==> src/rtl/mult_seq_ctrl.sv <==
// Sequential shift-and-add unsigned multiplier: one partial-product step per clock.
// Optional macro MULT_SEQ_EARLY_EXIT_EN ends the run as soon as no multiplier bits remain.
module mult_seq_ctrl #(
  parameter int WIDTH = 4
) (
  input  logic                 clk,
  input  logic                 rst_n,
  input  logic                 start,
  input  logic [WIDTH-1:0]     m,
  input  logic [WIDTH-1:0]     q,
  output logic                 busy,
  output logic                 done,
  output logic [2*WIDTH-1:0]   product
);

  localparam int CW = $clog2(WIDTH + 1);

  typedef enum logic [1:0] {IDLE, RUN, DONE} state_t;

  state_t               r_state;
  logic [2*WIDTH-1:0]   r_acc;
  logic [2*WIDTH-1:0]   r_msh;
  logic [WIDTH-1:0]     r_qsh;
  logic [CW-1:0]        r_cnt;

  logic [2*WIDTH-1:0]   w_acc_nxt;
  logic [WIDTH-1:0]     w_qsh_nxt;
  logic [CW-1:0]        w_cnt_nxt;
  logic                 w_last;

  assign w_acc_nxt = r_acc + (r_qsh[0] ? r_msh : '0);
  assign w_qsh_nxt = r_qsh >> 1;
  assign w_cnt_nxt = r_cnt - 1'b1;

`ifdef MULT_SEQ_EARLY_EXIT_EN
  // Once the multiplier has shifted out all ones, further steps add nothing.
  assign w_last = (w_cnt_nxt == '0) || (w_qsh_nxt == '0);
`else
  assign w_last = (w_cnt_nxt == '0);
`endif

  always_ff @(posedge clk or negedge rst_n) begin
    if (!rst_n) begin
      r_state <= IDLE;
      busy    <= 1'b0;
      done    <= 1'b0;
      product <= '0;
      r_acc   <= '0;
      r_msh   <= '0;
      r_qsh   <= '0;
      r_cnt   <= '0;
    end else begin
      case (r_state)
        IDLE, DONE: begin
          if (start) begin
            r_state <= RUN;
            busy    <= 1'b1;
            done    <= 1'b0;
            r_acc   <= '0;
            r_msh   <= {{WIDTH{1'b0}}, m};
            r_qsh   <= q;
            r_cnt   <= CW'(WIDTH);
          end else begin
            r_state <= IDLE;
            busy    <= 1'b0;
            done    <= 1'b0;
          end
        end
        RUN: begin
          r_acc <= w_acc_nxt;
          r_msh <= r_msh << 1;
          r_qsh <= w_qsh_nxt;
          r_cnt <= w_cnt_nxt;
          if (w_last) begin
            r_state <= DONE;
            busy    <= 1'b0;
            done    <= 1'b1;
            product <= w_acc_nxt;
          end
        end
        default: begin
          r_state <= IDLE;
          busy    <= 1'b0;
          done    <= 1'b0;
        end
      endcase
    end
  end

endmodule

==> config.mk <==
export PLATFORM = sky130hd
export DESIGN_NAME = mult_seq_ctrl
export DESIGN_NICKNAME = d
export VERILOG_FILES = /design/src/rtl/mult_seq_ctrl.sv
export SDC_FILE = /design/constraint.sdc
export NUM_CORES = 1
export LEC_CHECK = 0
export CAP_MARGIN = 20
export CORE_UTILIZATION = 45
export CTS_BUF_LIST = sky130_fd_sc_hd__clkbuf_4
export CTS_CLUSTER_DIAMETER = 150
export DETAILED_ROUTE_END_ITERATION = 12
export PLACE_DENSITY_LB_ADDON = 0.15
export RECOVER_POWER = 50
export REMOVE_ABC_BUFFERS = 1
export SYNTH_ARGS = -nofsm -noshare
export SYNTH_HDL_FRONTEND = slang
export SYNTH_SLANG_ARGS = --single-unit
==> constraint.sdc <==
create_clock -name clk -period 4.1 [get_ports clk]
set_clock_uncertainty 0.05 [all_clocks]
set_input_delay 0.82 -clock clk [delete_from_list [all_inputs] [get_ports clk]]
set_output_delay 0.82 -clock clk [all_outputs]
set_load 0.005 [all_outputs]
==> results.md <==
- Status: finished, violations left
- Failing checks: max-capacitance violations, max-slew violations
- Hold Violations, Final: 0
- Largest net degree at the start of global routing: 34
- Starting Density: 48.6%
- Clock Power Share: 11.0%
- Top cell family by delay on the critical path: buffers and inverters
- Hold Crit Depth: 2
- Final non-filler cell total: 232
- Final period util: 62.5%
- Design Power: 1.58 mW
- CTS resizes: 0
- Post-CTS setup buffer count: 0
- Die ar.: around 4000 um2
- R2R Setup Slk: 1.85 ns
- CTS clk-pin slew, worst paths: 0.10 ns
- Switching power: 640 uW
- Worst slack, placed: roughly 1.4 ns
- Hold Path Class: reg -> reg
- CP Launch Point: rst_n
- Critical Path, Cell by Cell: dlygate4sd3_1 > clkbuf_1
- Final WL: 3390 um
- Crit path to: r_cnt[1]
- DR pass1 iterations: 4
- FILL cells: 344
- Pint: 936 uW
- Final min period: 2.56 ns
- Largest area contributor in the netlist: dfrtp_1
- Vias: roughly 1300
- LEAKAGE: 0.883 nW
- Actual slew at the worst max-slew pin: between 1.5 and 2 ns
- Placed Cells: 224
- Core area: 3470 um2
- Synth cell count leaders: dfrtp_1, nand2_1, a22o_1, o21ai_0, ha_1
- R2R depth: 9
- CP Class: in -> async
- Critical Path AT: 2.63 ns
- Clock Tree Buf Depth: 2
- Critical Path RT: 4.17 ns
- Share of total power in sequential cells: a little under two fifths
- Vias in the first global route: ~1300
- Mean routed wirelength per cell: approximately 15 um
- Clk sink count: 33
- Gate count of the mapped netlist: 161
- Post-DRT Antenna Nets: 0
- Latest clock arrival within the worst-skew pair: 0.33 ns
- Share of the synthesized area in the top cell type: 49.0%
- YS warnings: 0
- TNS Setup: 0 ns
- Util after Layout: 57.0%
- Max Cap Violations: 1
- Layout cell share with drive strength beyond 1: 7.53%
- Initial DRC Count: 51
- Sequential element share of the synthesized area: around 49%
- Peak VDD IR: 478 uV
- # port buffers: 20
- Yosys cell types: 37
- Critical Path Sink Type: async pin
- Biggest cell delay along the critical path: 1.27 ns
- Clock Tree Root: clkbuf_4
- IO Pins: 21
- # rows: 21
- WP depth: 2
- RR Startpoint: r_qsh[0]
- CTS tree: done
- HPWL after detailed placement: 2430 um
- Final Max Slew Viols: 34
- Asr flop ratio synth: 100%
- Worst R2R End: product[6]
- Via density: 5.53
- DP Area: 1940 um2
- Mapped Area: 1690 um2
- Min-delay src: product[7]
- Hold Slack: 0.436 ns
- Switching share of total power: 40.6%
- Total power per unit cell area: 797 nW/um2
- Avg Synthesized Cell Area: 10.5 um2
- Register bit total from synthesis: 33
- GP Congestion: 0.818
- Fin area: 1980 um2
- Final #Nets: 206
- Top-count cell post-synth: dfrtp_1
- DIE WIDTH: 63.2 um
- Ant diodes: 0
- CP bufs+invs: 2
- Total grt overflow: 0
- Fmax: 390 MHz
- Combinational share of power: 51.3%
- Layout area overhead: 17.3%
- EDFF count, synth: 0
- CTS buffer count: 5
- Global-route wire length before repair: 5880 um
- CTS H-tree lvls: 2
- RSZ-0062 raised after global routing: no
- Worst setup margin: 1.54 ns
- Gr usage total: 19.5%
- Initial antenna violation count: 0
- Slowest cell on crit path: clkbuf_1
- Post-CTS Hold Buffers: 0
- Slew headroom: -18.0%
- Ys flop type: dfrtp_1
- Area contributors post-synth: dfrtp_1, ha_1, a22o_1, nand2_1, o21ai_0
- # setup viols final: 0
- DR DRC count: 0
- Die Ht: approximately 63 um
- Startpoint types: input pin
- Worst-path maximum fanout: 33
==> layout by cell type (no fill, tap or decap), types with 2 or more instances in the layout <==
cell type        count
o31ai_1              2
inv_1                7
nor2b_1              4
mux2i_1              3
and2_1               6
a22o_1              10
a21oi_1              8
nor3_1               5
a211oi_1             3
o21ai_0             10
xnor2_1              3
nor2_1               7
nand3_1              2
xor2_1               2
mux2_2               4
clkdlybuf4s50_1     18
o22ai_1              3
dfrtp_1             33
clkinv_1             2
nand2_1             16
clkbuf_4             5
nand2b_1             2
o21a_1               3
dlygate4sd3_1        2
o211ai_1             3
ha_1                 9
==> layout make-up <==
class / instances / area [um2] / area share [%]
multi-input combinational: 115 / 803 / 40.6
inverter: 8 / 30.0 / 1.52
sequential: 33 / 826 / 41.7
clock inverter: 3 / 12.5 / 0.633
clock buffer: 5 / 37.5 / 1.90
tap: 46 / 57.6 / 2.91
timing repair buffer: 22 / 211 / 10.7
==> flip-flops by register name (all words and copies together), names as in the netlist <==
register and count:
r_qsh 4, r_msh 8, done 1, r_acc 8
product 8, r_cnt 3, busy 1
==> worst min-delay path, stage by stage (launching register included) <==
cell     delay [ns]
dfrtp_1        0.36
nand2_1        0.04
o21ai_0        0.06
==> metal layers <==
metal | share of wire [%] | GRT usage [%]
met1 | 47 | 23.9
met2 | 49 | 32.3
met3 | 2.9 | 6.52
met4 | 1.1 | 5.97
met5 | 0 | 0
==> cell families after synthesis <==
logic type,count (synthesis),synth area share [%]
compound gates,47,19.0
simple gates,46,14.0
flops,33,49.0
buf+inv,13,3.12
fa+ha+maj,10,7.86
mux,7,4.45
xor+xnor,5,2.60
==> how the worst min path moves through the flow <==
stage                      end  slack (ns)
finish              product[7]        0.44
global route        product[7]        0.47
CTS                 product[0]        0.44
detailed placement  product[0]        0.42
global placement    product[0]        0.41
floorplan             r_cnt[1]        0.40
==> power by group through the flow <==
stage          Sequential, mW  Combinational, mW  Clock, mW
6_report                0.593              0.809      0.174
5_1_grt                 0.612              0.911      0.196
4_1_cts                 0.592              0.827      0.179
3_5_place_dp            0.598              0.822          0
3_3_place_gp            0.593              0.787          0
2_1_floorplan           0.571              0.573          0
Note: power is estimated with default switching activity, not from simulation.
